## src/rtl/axis_depacketizer_pkg.sv

```systemverilog
// Shared types for the AXI-Stream depacketizer: the frame-tracking FSM states.
package axis_depacketizer_pkg;

  typedef enum logic [1:0] {
    ST_PASS,
    ST_PAD,
    ST_DROP
  } depkt_state_t;

endpackage

```

## src/rtl/axis_depacketizer_if.sv

```systemverilog
// AXI-Stream bundle used on both sides of the depacketizer.
// A beat transfers on a rising aclk edge where tvalid && tready; once tvalid is raised the
// master holds tdata/tlast/tuser stable and keeps tvalid high until that edge.
interface axis_depacketizer_if #(
  parameter int DATA_WIDTH = 16
);

  logic [DATA_WIDTH-1:0] tdata;
  logic                  tvalid;
  logic                  tlast;
  logic                  tuser;
  logic                  tready;

  // The input side is framed by tlast; the output side is unframed and marks frame starts in tuser.
  modport master (
    output tdata,
    output tvalid,
    output tuser,
    input  tready
  );

  modport slave (
    input  tdata,
    input  tvalid,
    input  tlast,
    output tready
  );

endinterface

```

## src/rtl/axis_depacketizer_frame_beat_counter.sv

```systemverilog
// Beat position within the current frame plus the latched last-beat index.
// at_last uses the live frame_length while a new frame is being opened so the first beat compares correctly.
module frame_beat_counter #(
  parameter int COUNTER_WIDTH = 16
) (
  input  logic                     aclk,
  input  logic                     aresetn,
  input  logic [COUNTER_WIDTH-1:0] frame_length,
  input  logic                     load,
  input  logic                     inc,
  input  logic                     clr,
  output logic [COUNTER_WIDTH-1:0] idx,
  output logic                     at_last
);

  localparam logic [COUNTER_WIDTH-1:0] CNT_ONE = COUNTER_WIDTH'(1);

  logic [COUNTER_WIDTH-1:0] last_idx;
  logic [COUNTER_WIDTH-1:0] eff_last;

  // frame_length of 0 wraps to all-ones, i.e. 2^COUNTER_WIDTH beats.
  assign eff_last = load ? (frame_length - CNT_ONE) : last_idx;
  assign at_last  = (idx == eff_last);

  always_ff @(posedge aclk) begin
    if (!aresetn) begin
      idx      <= '0;
      last_idx <= '0;
    end else begin
      if (load) begin
        last_idx <= frame_length - CNT_ONE;
      end
      if (clr) begin
        idx <= '0;
      end else if (inc) begin
        idx <= idx + CNT_ONE;
      end
    end
  end

endmodule

```

## src/rtl/axis_depacketizer.sv

```systemverilog
// Receive-side depacketizer: forces every frame to frame_length beats (pad short, truncate long)
// and emits an unframed stream with a start-of-frame tuser marker plus per-frame status.
module axis_depacketizer
  import axis_depacketizer_pkg::*;
#(
  parameter int                    DATA_WIDTH    = 16,
  parameter int                    COUNTER_WIDTH = 16,
  parameter logic [DATA_WIDTH-1:0] PAD_VALUE     = '0
) (
  input  logic                     aclk,
  input  logic                     aresetn,
  input  logic [COUNTER_WIDTH-1:0] frame_length,
  axis_depacketizer_if.slave       s_axis,
  axis_depacketizer_if.master      m_axis,
  output logic                     frame_done,
  output logic                     short_err,
  output logic                     long_err,
  output logic [COUNTER_WIDTH-1:0] short_count,
  output logic [COUNTER_WIDTH-1:0] long_count,
  output depkt_state_t             dbg_state
);

  localparam logic [COUNTER_WIDTH-1:0] CNT_ONE = COUNTER_WIDTH'(1);

  depkt_state_t state, state_nxt;

  logic [DATA_WIDTH-1:0]    tdata_q;
  logic                     tvalid_q;
  logic                     tuser_q;
  logic                     out_en;
  logic                     s_ready;
  logic                     load_out;
  logic [DATA_WIDTH-1:0]    out_data;
  logic                     out_user;
  logic                     done_c;
  logic                     short_c;
  logic                     long_c;
  logic                     cnt_load;
  logic                     cnt_inc;
  logic                     cnt_clr;
  logic [COUNTER_WIDTH-1:0] idx;
  logic                     at_last;

  frame_beat_counter #(
    .COUNTER_WIDTH(COUNTER_WIDTH)
  ) u_beat_counter (
    .aclk         (aclk),
    .aresetn      (aresetn),
    .frame_length (frame_length),
    .load         (cnt_load),
    .inc          (cnt_inc),
    .clr          (cnt_clr),
    .idx          (idx),
    .at_last      (at_last)
  );

  // The output register can take a new beat when it is empty or being drained this cycle.
  assign out_en = !tvalid_q || m_axis.tready;

  always_comb begin
    state_nxt = state;
    s_ready   = 1'b0;
    load_out  = 1'b0;
    out_data  = s_axis.tdata;
    out_user  = 1'b0;
    done_c    = 1'b0;
    short_c   = 1'b0;
    long_c    = 1'b0;
    cnt_load  = 1'b0;
    cnt_inc   = 1'b0;
    cnt_clr   = 1'b0;
    case (state)
      ST_PASS: begin
        s_ready  = out_en;
        cnt_load = (idx == '0);
        if (s_axis.tvalid && out_en) begin
          load_out = 1'b1;
          out_user = (idx == '0);
          if (s_axis.tlast && at_last) begin
            done_c  = 1'b1;
            cnt_clr = 1'b1;
          end else if (s_axis.tlast) begin
            short_c   = 1'b1;
            cnt_inc   = 1'b1;
            state_nxt = ST_PAD;
          end else if (at_last) begin
            // Frame is full but the sender keeps going: close it here and discard the rest.
            long_c    = 1'b1;
            done_c    = 1'b1;
            cnt_clr   = 1'b1;
            state_nxt = ST_DROP;
          end else begin
            cnt_inc = 1'b1;
          end
        end
      end
      ST_PAD: begin
        if (out_en) begin
          load_out = 1'b1;
          out_data = PAD_VALUE;
          if (at_last) begin
            done_c    = 1'b1;
            cnt_clr   = 1'b1;
            state_nxt = ST_PASS;
          end else begin
            cnt_inc = 1'b1;
          end
        end
      end
      ST_DROP: begin
        s_ready = 1'b1;
        if (s_axis.tvalid && s_axis.tlast) begin
          state_nxt = ST_PASS;
        end
      end
      default: state_nxt = ST_PASS;
    endcase
  end

  always_ff @(posedge aclk) begin
    if (!aresetn) begin
      state       <= ST_PASS;
      tdata_q     <= '0;
      tvalid_q    <= 1'b0;
      tuser_q     <= 1'b0;
      frame_done  <= 1'b0;
      short_err   <= 1'b0;
      long_err    <= 1'b0;
      short_count <= '0;
      long_count  <= '0;
    end else begin
      state      <= state_nxt;
      frame_done <= done_c;
      short_err  <= short_c;
      long_err   <= long_c;
      if (load_out) begin
        tdata_q  <= out_data;
        tuser_q  <= out_user;
        tvalid_q <= 1'b1;
      end else if (m_axis.tready) begin
        tvalid_q <= 1'b0;
      end
      if (short_c && (short_count != '1)) begin
        short_count <= short_count + CNT_ONE;
      end
      if (long_c && (long_count != '1)) begin
        long_count <= long_count + CNT_ONE;
      end
    end
  end

  assign s_axis.tready = s_ready;
  assign m_axis.tdata  = tdata_q;
  assign m_axis.tvalid = tvalid_q;
  assign m_axis.tuser  = tuser_q;
  assign dbg_state     = state;

endmodule

```

## src/flat_wrapper.sv

```systemverilog
// flat-port wrapper written by rule: the top's interface ports become plain ports
module axis_depacketizer_flat import axis_depacketizer_pkg::*;
#(
  parameter int                    DATA_WIDTH    = 16,
  parameter int                    COUNTER_WIDTH = 16,
  parameter logic [DATA_WIDTH-1:0] PAD_VALUE     = '0
)
  (aclk, aresetn, frame_length, frame_done, short_err, long_err, short_count, long_count, dbg_state, s_axis_tdata, s_axis_tvalid, s_axis_tlast, s_axis_tready, m_axis_tdata, m_axis_tvalid, m_axis_tuser, m_axis_tready);
  axis_depacketizer_if #(.DATA_WIDTH(DATA_WIDTH)) s_axis_i ();
  axis_depacketizer_if #(.DATA_WIDTH(DATA_WIDTH)) m_axis_i ();
  input  logic aclk;
  input  logic aresetn;
  input  logic [COUNTER_WIDTH-1:0] frame_length;
  output logic frame_done;
  output logic short_err;
  output logic long_err;
  output logic [COUNTER_WIDTH-1:0] short_count;
  output logic [COUNTER_WIDTH-1:0] long_count;
  output depkt_state_t dbg_state;
  input wire logic [$bits(s_axis_i.tdata)-1:0] s_axis_tdata;
  input wire logic [$bits(s_axis_i.tvalid)-1:0] s_axis_tvalid;
  input wire logic [$bits(s_axis_i.tlast)-1:0] s_axis_tlast;
  output wire logic [$bits(s_axis_i.tready)-1:0] s_axis_tready;
  output wire logic [$bits(m_axis_i.tdata)-1:0] m_axis_tdata;
  output wire logic [$bits(m_axis_i.tvalid)-1:0] m_axis_tvalid;
  output wire logic [$bits(m_axis_i.tuser)-1:0] m_axis_tuser;
  input wire logic [$bits(m_axis_i.tready)-1:0] m_axis_tready;
  assign s_axis_i.tdata = s_axis_tdata;
  assign s_axis_i.tvalid = s_axis_tvalid;
  assign s_axis_i.tlast = s_axis_tlast;
  assign s_axis_tready = s_axis_i.tready;
  assign m_axis_tdata = m_axis_i.tdata;
  assign m_axis_tvalid = m_axis_i.tvalid;
  assign m_axis_tuser = m_axis_i.tuser;
  assign m_axis_i.tready = m_axis_tready;
  axis_depacketizer #(.DATA_WIDTH(DATA_WIDTH), .COUNTER_WIDTH(COUNTER_WIDTH), .PAD_VALUE(PAD_VALUE)) u_core (.aclk(aclk), .aresetn(aresetn), .frame_length(frame_length), .s_axis(s_axis_i), .m_axis(m_axis_i), .frame_done(frame_done), .short_err(short_err), .long_err(long_err), .short_count(short_count), .long_count(long_count), .dbg_state(dbg_state));
endmodule
```

## config.mk

```make
export PLATFORM = sky130hd
export DESIGN_NAME = axis_depacketizer_flat
export DESIGN_NICKNAME = d
export VERILOG_FILES = /design/src/rtl/axis_depacketizer_pkg.sv /design/src/rtl/axis_depacketizer_if.sv /design/src/rtl/axis_depacketizer_frame_beat_counter.sv /design/src/rtl/axis_depacketizer.sv /design/src/flat_wrapper.sv
export SDC_FILE = /design/constraint.sdc
export NUM_CORES = 1
export LEC_CHECK = 0
export BUFFER_PORTS_ARGS = -buffer_cell sky130_fd_sc_hd__buf_4
export CAP_MARGIN = 20
export CORE_ASPECT_RATIO = 0.75
export CORE_MARGIN = 5
export CORE_UTILIZATION = 52
export CTS_BUF_LIST = sky130_fd_sc_hd__clkbuf_2 sky130_fd_sc_hd__clkbuf_4 sky130_fd_sc_hd__clkbuf_8
export CTS_CLUSTER_DIAMETER = 50
export DETAILED_ROUTE_END_ITERATION = 6
export GPL_TIMING_DRIVEN = 0
export PLACE_DENSITY = 0.79
export SYNTH_ARGS = -nofsm -noshare
export SYNTH_HDL_FRONTEND = slang
export SYNTH_SLANG_ARGS = --single-unit
```

## constraint.sdc

```tcl
create_clock -name aclk -period 3.08 [get_ports aclk]
set_input_delay 0.154 -clock aclk [delete_from_list [all_inputs] [get_ports aclk]]
set_output_delay 0.154 -clock aclk [all_outputs]
set_load 0.02 [all_outputs]
```

==> summary.txt, run 1 <==
STA
  – Final slew viol count: 0
  – Final Hold Vio Count: 0
  – Setup ws final: -0.0963 ns
  – Fmax: ~310 MHz
  – Worst slew pin tran: just over 0.9 ns
  – Final setup vio count: 39
  – Final Cycle Share: 103%
  – Slew Limit Headroom: a little under two fifths
  – Hold Slack: 0.0151 ns
  – RSZ-0062 raised after global routing: yes
  – Tmin final: approximately 3.2 ns
  – Worst Skew: between 0.015 and 0.02 ns

Pwr
  – Clock power frac: about 33%
  – Combinational power share: between 20% and 30%
  – Reg power frac: 43.8%
  – Switching share of power: a little under a third
  – NetSw: 0.879 mW
  – Internal power: around 1.9 mW
  – Pwr Total: between 2 and 3 mW
  – Worst vdd ir: approximately 320 uV
  – P_leak: approximately 2.5 nW
  – Power Dens Cells: 434 nW/um^2

Floorplan
  – I/O Pins: 93
  – Die area: roughly 11,000 sq um
  – Initial Utilization: between 50 and 60%
  – Die width: ~120 microns
  – Die height: between 90 and 100 microns
  – CORE AREA: approximately 9000 sq um
  – Rows: 30

Logic synthesis
  – Asr flop ratio synth: 0%
  – Area share of the largest cell type after synthesis: 36.5%
  – Syn. warnings: 0
  – Most frequent cell after synthesis: nand2_1
  – Synth unique cells: 66
  – Top cells by area, synth: dfxtp_1 37%, nand2_1 8.6%, mux2i_1 5.2%, a21oi_1 3.9%, nand2b_1 3.5%
  – Synth Flop Type: dfxtp_1
  – Seq/Total Area, Yosys: a little over a third
  – Synthesized area: 4770 sq um
  – Synth Instances: slightly above 600
  – Synth area leader: dfxtp_1
  – Post-synth EDFFs: 0
  – Yosys reg bits: just under 90
  – Commonest cells post-synth: 109 x nand2_1, 87 x dfxtp_1, 37 x a21oi_1, 37 x nor2_1, 27 x nand2b_1
  – Post-synthesis area per instance: roughly 7.9 sq um
  – Syn Nets: about 650

Worst setup path
  – WP data required: about 3.4 ns
  – Top cell by count, worst path: buf_6
  – CP endpoint kind: register
  – Delay-heaviest family, CP: simple AND/OR/NAND/NOR gates
  – CP max-delay cell: or4_4
  – Crit path arrival time: approximately 3.5 ns
  – CP cell instances: inv_4, ha_4, nor4b_4, and4_1, buf_6, and2_4, buf_8, o211ai_1, a2111oi_4, o2111ai_2, buf_6, or2_4, or4_4, a21oi_2
  – Maximum fanout along the worst path: 6
  – CP Launch Type: register
  – Slowest stage delay, CP: 0.43 ns
  – Buf/Inv on CP: 4
  – Setup CP Type: reg2reg

Route
  – DRC: 0
  – Total number of vias: 5,300
  – DRT antenna net count: 0
  – WL per Instance: 19.5 microns
  – Drt total wl: 16.5 mm
  – 1st-iter DRT viols: roughly 660
  – Drt pass-1 iters: 5
  – Vias per inst: between 6 and 7

Final layout
  – Fin area: around 6500 sq um
  – Layout area overhead: 35.7%
  – Layout cells sized above 1: between 20% and 30%
  – Ant diodes: 0
  – Layout Nets: a little under 800

GRT
  – First-pass GRT wire length: 23.8 mm
  – Initial antenna violation count: 0
  – GRT overflow: 0
  – Total GRT Usage: 26.4%
  – Largest net degree at the start of global routing: 16
  – Vias in the first global route: 4,767

Hold path
  – Worst hold path type: in2reg

Clocking
  – # H-tree levels: 3
  – Root buf cell: clkbuf_8
  – CTS clk-pin slew, worst paths: 0.09 ns
  – Worst skew pair latency: around 0.4 ns
  – Num CTS Buffers: 9
  – CTS Buffer Depth: 2
  – CTS tree: yes
  – # hold bufs at CTS: 0
  – Sink Count: 87

Placed design
  – Pre-CTS setup slack: -0.681 ns
  – Placed Area: 5600 sq um
  – Detailed placement HPWL: between 10 and 15 mm
  – Gpl congestion: a little under 1
  – PortBufs: 92

Run status
  – Failing checks: negative setup slack
  – Status: complete, but fails checks

Run
  – Total of max-cap violations: 0
[metrics by stage]
step	instances	util (%)	TNS, ns
2_1_floorplan	606	-	0
3_3_place_gp	810	62.1	-21.36
3_5_place_dp	810	62.1	-24.60
4_1_cts	831	66.7	0
5_1_grt	844	71.8	-7.81
6_report	844	71.8	-1.77
[worst paths after layout]
path,to,slack (ns),cells after the start,from
max,u_core.long_count[6],-0.1,14,u_core.u_beat_counter.idx[0]
min,u_core.m_axis.tdata[5],0.02,3,s_axis_tdata[5]
max reg2reg,u_core.long_count[6],-0.1,14,u_core.u_beat_counter.idx[0]
min reg2reg,u_core.m_axis.tdata[5],0.46,2,u_core.m_axis.tdata[5]
[power groups by stage]
stage	combinational (mW)	clock, mW	sequential (mW)
6_report	0.660	0.919	1.23
5_1_grt	0.700	0.968	1.23
4_1_cts	0.586	0.906	1.22
3_5_place_dp	0.506	0	1.25
3_3_place_gp	0.493	0	1.25
2_1_floorplan	0.308	0	1.26
[state kept, by name (all words and copies together), names as in the netlist]
signal	flops
u_core.long_err	1
u_core.u_beat_counter.last_idx	16
u_core.u_beat_counter.idx	16
u_core.dbg_state	2
u_core.m_axis.tdata	16
u_core.frame_done	1
u_core.short_err	1
u_core.m_axis.tuser	1
u_core.long_count	16
u_core.m_axis.tvalid	1
u_core.short_count	16
[tightest hold or removal path, delay by kind of cell]
kind	cells	cell delay, ns
buf+inv	1	0.10
compound gates	1	0.05
simple gates	1	0.04
[cell families (layout without fill, tap and decap cells)]
kind of cell | after synthesis | count (layout) | share of synthesized area [%]
simple gates | 302 | 302 | 32.8
compound gates | 116 | 116 | 16.0
flops | 87 | 87 | 36.5
buf+inv | 51 | 177 | 4.38
mux | 26 | 26 | 5.49
xor+xnor | 19 | 19 | 3.49
fa+ha+maj | 5 | 5 | 1.31
[layout by cell type, fill, tap and decap left out, types with 3 or more instances in the layout]
cell and count:
nand2_1 108, buf_4 102, dfxtp_1 81, nor2_1 36
a21oi_1 36, nand2b_1 27, mux2i_1 23, nand3_1 22
clkbuf_1 19, nor3_1 16, inv_1 14, o21ai_0 13
and3_1 12, o21a_1 12, buf_6 10, xnor2_1 10
nand4_1 10, xor2_1 9, clkbuf_8 9, a211oi_1 8
nor4_1 7, or4_1 7, nor4_4 6, o31ai_1 6
and2_1 5, a31oi_1 5, dfxtp_2 5, nor4_2 4
buf_8 4, nand3b_1 4, or3_1 4, ha_1 4
nor3_2 3, nor2b_1 3, o31a_1 3, nand3_4 3
o21ai_2 3, o22ai_2 3
[cell type report]
class	count	area [sq um]
plain buffers	31	190
clock inverters	7	97.6
well taps	112	140
flip-flops and latches	87	1750
multi-input cells	468	3150
inverters	17	66.3
repair buffers	113	947
clock buffers	9	124
fillers	654	2540
[timing repair]
item	CTS	global route
pin swaps	7	20
setup buffers	7	9
gates cloned	1	4
gates resized for setup	32	81
endpoints found under the setup margin	53	53
[per-layer routing]
layer,GRT usage [%],vias to the layer above,routed length [microns]
met2,40.3,369,7390
li1,-,2401,-
met4,9.25,0,495
met3,7.88,68,1980
met1,35.5,2462,6610
met5,0,-,0
(Power assumes the default switching activity.)
==> inputs of run 2 (changes only) <==
--- a/config.mk
+++ b/config.mk
@@ -5,7 +5,7 @@
 export SDC_FILE = /design/constraint.sdc
 export NUM_CORES = 1
 export LEC_CHECK = 0
-export BUFFER_PORTS_ARGS = -buffer_cell sky130_fd_sc_hd__buf_4
+export ABC_CLOCK_PERIOD_IN_PS = 3080
 export CAP_MARGIN = 20
 export CORE_ASPECT_RATIO = 0.75
 export CORE_MARGIN = 5
@@ -13,8 +13,9 @@
 export CTS_BUF_LIST = sky130_fd_sc_hd__clkbuf_2 sky130_fd_sc_hd__clkbuf_4 sky130_fd_sc_hd__clkbuf_8
 export CTS_CLUSTER_DIAMETER = 50
 export DETAILED_ROUTE_END_ITERATION = 6
+export DONT_BUFFER_PORTS = 1
 export GPL_TIMING_DRIVEN = 0
-export PLACE_DENSITY = 0.79
+export PLACE_DENSITY = 0.7
 export SYNTH_ARGS = -nofsm -noshare
 export SYNTH_HDL_FRONTEND = slang
 export SYNTH_SLANG_ARGS = --single-unit
==> run 2 against run 1 <==
  * Clock skew decreased by 0.0077 ns
  * Critical path type unchanged
  * Power increased by 1.1%
  * Non-clock buffer count decreased by 73
  * Largest cell class unchanged
  * Sequential share of layout area increased by 2.5 points
  * Critical path depth increased by 1
  * Sequential cell count unchanged
  * Register-to-register slack about the same
  * Worst hold slack improved by 0.0088 ns
  * The run still ends with negative setup slack left
  * Final cell count decreased by 8.6%
  * Utilization decreased by 6.2 points
  * Wire length decreased by 12%
==> summary.txt, run 2 (synthesized netlist as in run 1, its figures left out) <==
Final layout
  – Commonest cells after routing, fill and taps aside: 108 x nand2_1, 83 x dfxtp_1, 36 x a21oi_1
  – FILL cells: 737 (+13%)
  – Finished Layout Cells: 771 (-8.6%)
  – Layout Nets: 696 (-9.5%)
  – Layout area overhead: 24.1%
  – Layout cells sized above 1: 15.3% (-12 points)
  – Most common cell after layout, fill and taps aside: nand2_1
  – Ant diodes: 0 (unchanged)

Run status
  – Failing checks: negative setup slack
  – Status: complete, but fails checks

Pwr
  – Reg power frac: 44.2% (+0.4 points)
  – Internal power: 2.04 mW (+5.7%)
  – Switching share of power: 28.2% (-3.1 points)
  – Pwr Total: 2.84 mW (+1.1%)
  – Worst vdd ir: 245 uV (-24%)
  – Combinational power share: 18.6% (-4.9 points)
  – NetSw: 0.802 mW (-8.8%)
  – Clock power frac: 37.2% (+4.5 points)
  – P_leak: 2.14 nW (-15%)
  – Power Dens Cells: 480 nW/um^2 (+11%)

STA
  – Total negative slack: -0.968 ns (+0.803 ns)
  – Worst Skew: 0.00802 ns (-0.00774 ns)
  – Slew Limit Headroom: 51.5% (+14 points)
  – RSZ-0062 raised after global routing: yes
  – Final setup vio count: 19 (-51%)
  – Tmin final: 3.18 ns (+0.00666 ns)
  – Final slew viol count: 0 (unchanged)
  – Final Hold Vio Count: 0 (unchanged)
  – Worst slew pin tran: 0.728 ns (-0.206 ns)
  – Setup ws final: -0.103 ns (-0.00666 ns)
  – Final Cycle Share: 103% (+0.22 points)
  – Hold Slack: 0.0240 ns (+0.00885 ns)
  – Fmax: 314 MHz (-0.21%)

Clocking
  – # H-tree levels: 3 (unchanged)
  – Worst skew pair latency: 0.36 ns (-0.03 ns)
  – Root buf cell: clkbuf_8
  – Sink Count: 87 (unchanged)
  – Num CTS Buffers: 9 (unchanged)
  – CTS tree: yes
  – CTS Buffer Depth: 2 (unchanged)
  – CTS clk-pin slew, worst paths: 0.09 ns (about the same)

GRT
  – First-pass GRT wire length: 22.2 mm (-6.8%)
  – Initial antenna violation count: 0 (unchanged)
  – Vias in the first global route: 4,509 (-5.4%)
  – Largest net degree at the start of global routing: 16 (unchanged)
  – Total GRT Usage: 24.4% (-2.0 points)
  – GRT overflow: 0 (unchanged)

Worst setup path
  – Crit path arrival time: 3.44 ns (-0.05 ns)
  – Setup CP Type: reg2reg
  – R2R setup slack: -0.10 ns (about the same)
  – Maximum fanout along the worst path: 7 (+1)
  – WP data required: 3.34 ns (-0.06 ns)
  – CP Launch Type: register
  – CP endpoint kind: register

Route
  – DRC: 0 (unchanged)
  – Drt pass-1 iters: 5 (unchanged)
  – Drt total wl: 14.5 mm (-12%)
  – Total number of vias: 4,793 (-9.6%)
  – 1st-iter DRT viols: 397 (-40%)
  – WL per Instance: 18.8 microns (-3.9%)
  – Vias per inst: 6.22 (-1.0%)
  – DRT antenna net count: 0 (unchanged)

Floorplan
  – Rows: 30 (unchanged)
  – Die height: 92.9 microns (unchanged)
  – I/O Pins: 93 (unchanged)
  – Die area: 11,200 sq um (unchanged)
  – Initial Utilization: 52.9% (unchanged)
  – Die width: 121 microns (unchanged)
  – CORE AREA: 9010 sq um (unchanged)

Placed design
  – PortBufs: 0 (-100%)
  – Detailed placement HPWL: 9.72 mm (-8.2%)
  – # placed instances: 718 (-11%)
  – Pre-CTS setup slack: -0.640 ns (+0.0411 ns)
  – Gpl congestion: 0.880 (-9.9%)

Run
  – Total of max-cap violations: 0 (unchanged)

Hold path
  – Worst hold path type: in2reg
run 2: worst max-delay path: stages (launching register included):
cell and delay [ns]:
dfxtp_4 0.36, inv_4 0.06, ha_4 0.11, nor4b_4 0.17
and4_1 0.23, buf_6 0.11, and2_4 0.14, buf_8 0.12
o211ai_1 0.13, a2111oi_4 0.45, o2111ai_4 0.26, nor2_4 0.31
buf_8 0.19, buf_8 0.13, nand4_1 0.13, mux2i_1 0.16
run 2: path summary, 6_finish.rpt:
| path | cells past startpoint | startpoint | to |
|---|---|---|---|
| setup / recovery | 15 | u_core.u_beat_counter.idx[0] | u_core.long_count[4] |
| hold / removal | 2 | frame_length[8] | u_core.u_beat_counter.last_idx[8] |
| setup reg to reg | 15 | u_core.u_beat_counter.idx[0] | u_core.long_count[4] |
| hold reg to reg | 2 | u_core.u_beat_counter.last_idx[8] | u_core.u_beat_counter.last_idx[8] |
run 2: layout make-up:
cell class | count | area (sq um) | share of cell area (%)
buffer | 31 | 189 | 3.19
multi-input combinational | 468 | 3090 | 52.2
tap | 112 | 140 | 2.37
sequential | 87 | 1750 | 29.6
inverter | 17 | 68.8 | 1.16
clock buffer | 9 | 124 | 2.09
clock inverter | 7 | 143 | 2.41
timing repair buffer | 40 | 413 | 6.98
run 2: timing repair:
item,4_1_cts,5_1_grt
cloned,1,4
resized for setup,30,61
buffers inserted,9,7
hold buffers,19,0
hold endpoints to repair,19,0
pin swaps,7,20
setup endpoints to repair,53,53
run 2: power groups by stage:
stage          clock network, mW  registers, mW  logic [mW]
2_1_floorplan                  0           1.26       0.308
3_3_place_gp                   0           1.28       0.383
3_5_place_dp                   0           1.28       0.395
4_1_cts                     1.06           1.25       0.478
5_1_grt                     1.11           1.26       0.578
6_report                    1.06           1.26       0.528
run 2: per-layer routing:
metal  routed length, microns  global-route usage (%)  vias up  part of all wire [%]
li1                         -                       -     2257                     -
met1                     6360                    33.5     2284                    44
met2                     6540                    37.7      228                    45
met3                     1350                    7.45       24                   9.3
met4                      212                    5.85        0                   1.5
met5                        0                       0        -                     0
run 2: per-stage QoR:
step                instance area, sq um  util, %
floorplan                           4770        -
global placement                    4910     54.5
detailed placement                  4910     54.5
CTS                                 5530     61.4
global route                        5910     65.7
finish                              5910     65.7
==> inputs of run 3 (changes only) <==
--- a/config.mk
+++ b/config.mk
@@ -18,4 +18,5 @@
 export PLACE_DENSITY = 0.7
 export SYNTH_ARGS = -nofsm -noshare
 export SYNTH_HDL_FRONTEND = slang
+export SYNTH_HIERARCHICAL = 1
 export SYNTH_SLANG_ARGS = --single-unit
==> run 3 against run 2 <==
  * The run still ends with negative setup slack left
  * Maximum frequency down 19%
  * Design area is 11% higher
  * Sequential cell count unchanged
  * Worst hold slack better by 0.0053 ns
  * Sequential share of layout area shrank 3.0 points
  * Power grew 0.36%
  * Largest cell class unchanged
  * Critical path type unchanged
  * Register-to-register slack got worse by 0.73 ns
==> summary.txt, run 3 <==
Route
  – DRC: 0 (unchanged)
  – Vias per inst: 6.35 (+2.2%)
  – Total number of vias: 5,062 (+5.6%)
  – 1st-iter DRT viols: 497 (+25%)
  – Drt pass-1 iters: 5 (unchanged)
  – Drt total wl: 16.2 mm (+12%)
  – DRT antenna net count: 0 (unchanged)
  – WL per Instance: 20.3 microns (+8.4%)

STA
  – Final slew viol count: 0 (unchanged)
  – Final setup vio count: 52 (+33)
  – Fmax: 256 MHz (-19%)
  – Final Hold Vio Count: 0 (unchanged)
  – Final Cycle Share: 127% (+24 points)
  – Total negative slack: -32.19 ns (-31.22 ns)
  – Setup ws final: -0.828 ns (-0.725 ns)
  – Slew Limit Headroom: 21.6% (-30 points)
  – RSZ-0062 raised after global routing: yes
  – Worst Skew: 0.0102 ns (+0.00220 ns)
  – Tmin final: 3.91 ns (+0.725 ns)
  – Worst slew pin tran: 1.16 ns (+0.435 ns)

Logic synthesis
  – Area share of the largest cell type after synthesis: 35.9% (-0.68 points)
  – Commonest cells post-synth: 87 x dfxtp_1, 78 x nand2_1, 46 x a21oi_1
  – Syn Nets: 640 (-1.2%)
  – Synth unique cells: 65 (-1.5%)
  – Synth Flop Type: dfxtp_1
  – Seq/Total Area, Yosys: 35.9% (-0.68 points)
  – Post-synth EDFFs: 0 (unchanged)
  – Yosys reg bits: 87 (unchanged)
  – Synth area leader: dfxtp_1
  – Most frequent cell after synthesis: dfxtp_1
  – Asr flop ratio synth: 0% (unchanged)
  – Synth Instances: 599 (-1.2%)
  – Top cells by area, synth: dfxtp_1 36%, nand2_1 6.0%, a21oi_1 4.7%, xnor2_1 4.0%, nor2_1 3.2%
  – Synthesized area: 4860 sq um (+1.9%)
  – Syn. warnings: 6 (+6)
  – Post-synthesis area per instance: 8.11 sq um (+3.1%)

Floorplan
  – Die area: 11,400 sq um (+1.7%)
  – CORE AREA: 9080 sq um (+0.83%)
  – Die width: 122 microns (+0.86%)
  – Die height: 93.7 microns (+0.84%)
  – I/O Pins: 93 (unchanged)
  – Rows: 30 (unchanged)
  – Initial Utilization: 53.5% (+0.55 points)

Worst setup path
  – CP Launch Type: register
  – Crit path arrival time: 4.20 ns (+0.76 ns)
  – CP endpoint kind: register
  – Maximum fanout along the worst path: 10 (+3)
  – WP data required: 3.37 ns (+0.03 ns)
  – R2R setup slack: -0.83 ns (-0.73 ns)
  – Setup CP Type: reg2reg

Clocking
  – Sink Count: 87 (unchanged)
  – Root buf cell: clkbuf_8
  – CTS Buffer Depth: 2 (unchanged)
  – CTS tree: yes
  – Worst skew pair latency: 0.37 ns (about the same)
  – # H-tree levels: 3 (unchanged)
  – CTS clk-pin slew, worst paths: 0.08 ns (about the same)
  – Num CTS Buffers: 9 (unchanged)

Final layout
  – Finished Core Util: 72.5% (+6.9 points)
  – Ant diodes: 0 (unchanged)
  – Commonest cells after routing, fill and taps aside: 80 x dfxtp_1, 74 x nand2_1, 40 x a21oi_1
  – FILL cells: 653 (-11%)
  – Layout cells sized above 1: 24.4% (+9.0 points)
  – Most common cell after layout, fill and taps aside: dfxtp_1
  – Layout Nets: 706 (+1.4%)
  – Layout area overhead: 35.7%

Run status
  – Status: complete, but fails checks
  – Failing checks: negative setup slack

GRT
  – First-pass GRT wire length: 24.5 mm (+10%)
  – GR Util met1: 36.8% (+3.3 points)
  – Largest net degree at the start of global routing: 15 (-1)
  – Met3 usage: 9.09% (+1.6 points)
  – Total GRT Usage: 26.7% (+2.3 points)
  – GRT overflow: 0 (unchanged)
  – Grt peak-use layer: met2
  – Initial antenna violation count: 0 (unchanged)
  – GR Layer Usage met2: 41.2% (+3.5 points)
  – Vias in the first global route: 4,716 (+4.6%)

Pwr
  – Worst vdd ir: 304 uV (+24%)
  – P_leak: 2.26 nW (+5.9%)
  – Pwr Total: 2.85 mW (+0.36%)
  – Power Dens Cells: 432 nW/um^2 (-9.9%)

Placed design
  – Pre-CTS setup slack: -1.38 ns (-0.743 ns)
  – Gpl congestion: 0.966 (+9.8%)
  – PortBufs: 0 (unchanged)
  – Detailed placement HPWL: 10.1 mm (+4.1%)

Run
  – Total of max-cap violations: 0 (unchanged)

Hold path
  – Worst hold path type: in2reg
-- run 3: cell count changes after synthesis, moves of 7 or more --
cell      change
or3_1         +8
a211oi_1      -7
nand2b_1     -10
mux2i_1      -11
nor3_1        -9
or4_1         +8
nand2_1      -31
o31ai_1       +8
a21oi_1       +9
o21a_1       -12
xnor2_1      +12
-- run 3: worst max-delay path, cell delays in order (launching register included) --
cell and delay [ns]:
dfxtp_1 0.49, clkbuf_4 0.34, nor3_2 0.09, clkbuf_8 0.17, nand2_1 0.14, nor2_2 0.07, or4_4 0.54, a2111oi_4 0.32
and4bb_1 0.25, and3_4 0.24, nand4bb_4 0.11, or3_4 0.38, buf_6 0.15, or4_4 0.41, a21oi_1 0.12
-- run 3: layout make-up --
class | instances | area [sq um] | share of cell area [%]
sequential | 87 | 1750 | 26.6
clock inverter | 5 | 106 | 1.61
inverter | 14 | 52.6 | 0.798
timing repair buffer | 55 | 586 | 8.89
clock buffer | 10 | 138 | 2.09
tap | 128 | 160 | 2.43
multi-input combinational | 461 | 3510 | 53.3
buffer | 37 | 284 | 4.31
-- run 3: path summary, 6_finish.rpt --
| kind | startpoint | end | cells past startpoint |
|---|---|---|---|
| max reg2reg | u_core/dbg_state[1] | u_core/long_count[3] | 14 |
| min | s_axis_tvalid | u_core/dbg_state[1] | 3 |
| max | u_core/dbg_state[1] | u_core/long_count[3] | 14 |
| min reg2reg | u_core/u_beat_counter/last_idx[15] | u_core/u_beat_counter/last_idx[15] | 1 |
-- run 3: kinds of logic (layout without fill, tap and decap cells) --
family	count (synthesis)	count (layout)	share of synthesized area [%]
AND/OR/NAND/NOR	286	287	32.8
AO/OA/AOI/OAI	118	118	16.0
flip-flops	87	87	35.9
buffers and inverters	52	121	4.51
XOR/XNOR	37	37	6.67
multiplexers	15	15	3.12
adder cells (fa/ha/maj)	4	4	1.03
-- run 3: routing by layer --
metal	wire, microns	share of wire [%]	up-vias
met5	0	0	-
met4	221	1.4	0
met3	1670	10	24
met2	7330	45	237
met1	6980	43	2480
li1	-	-	2321
-- run 3: power by group --
part / internal (mW) / switching [mW]
Combinational: 0.304 / 0.320
Clock: 0.558 / 0.408
Sequential: 1.19 / 0.0739
Total: 2.05 / 0.802
-- run 3: per-stage QoR --
step / cell area [sq um] / hold slack [ns] / instances
after floorplan: 4960 / 0.282 / 599
after global placement: 5120 / 0.289 / 727
after detailed placement: 5120 / 0.292 / 727
after CTS: 6130 / 0.00494 / 785
after global routing: 6590 / 0.0155 / 797
final: 6590 / 0.0293 / 797
-- run 3: what timing repair did --
item,4_1_cts,5_1_grt
buffers inserted,21,9
gates cloned,3,4
pin swaps,26,36
hold buffers,19,0
endpoints found under the hold margin,27,0
setup endpoints to repair,53,53
gates resized for setup,74,63
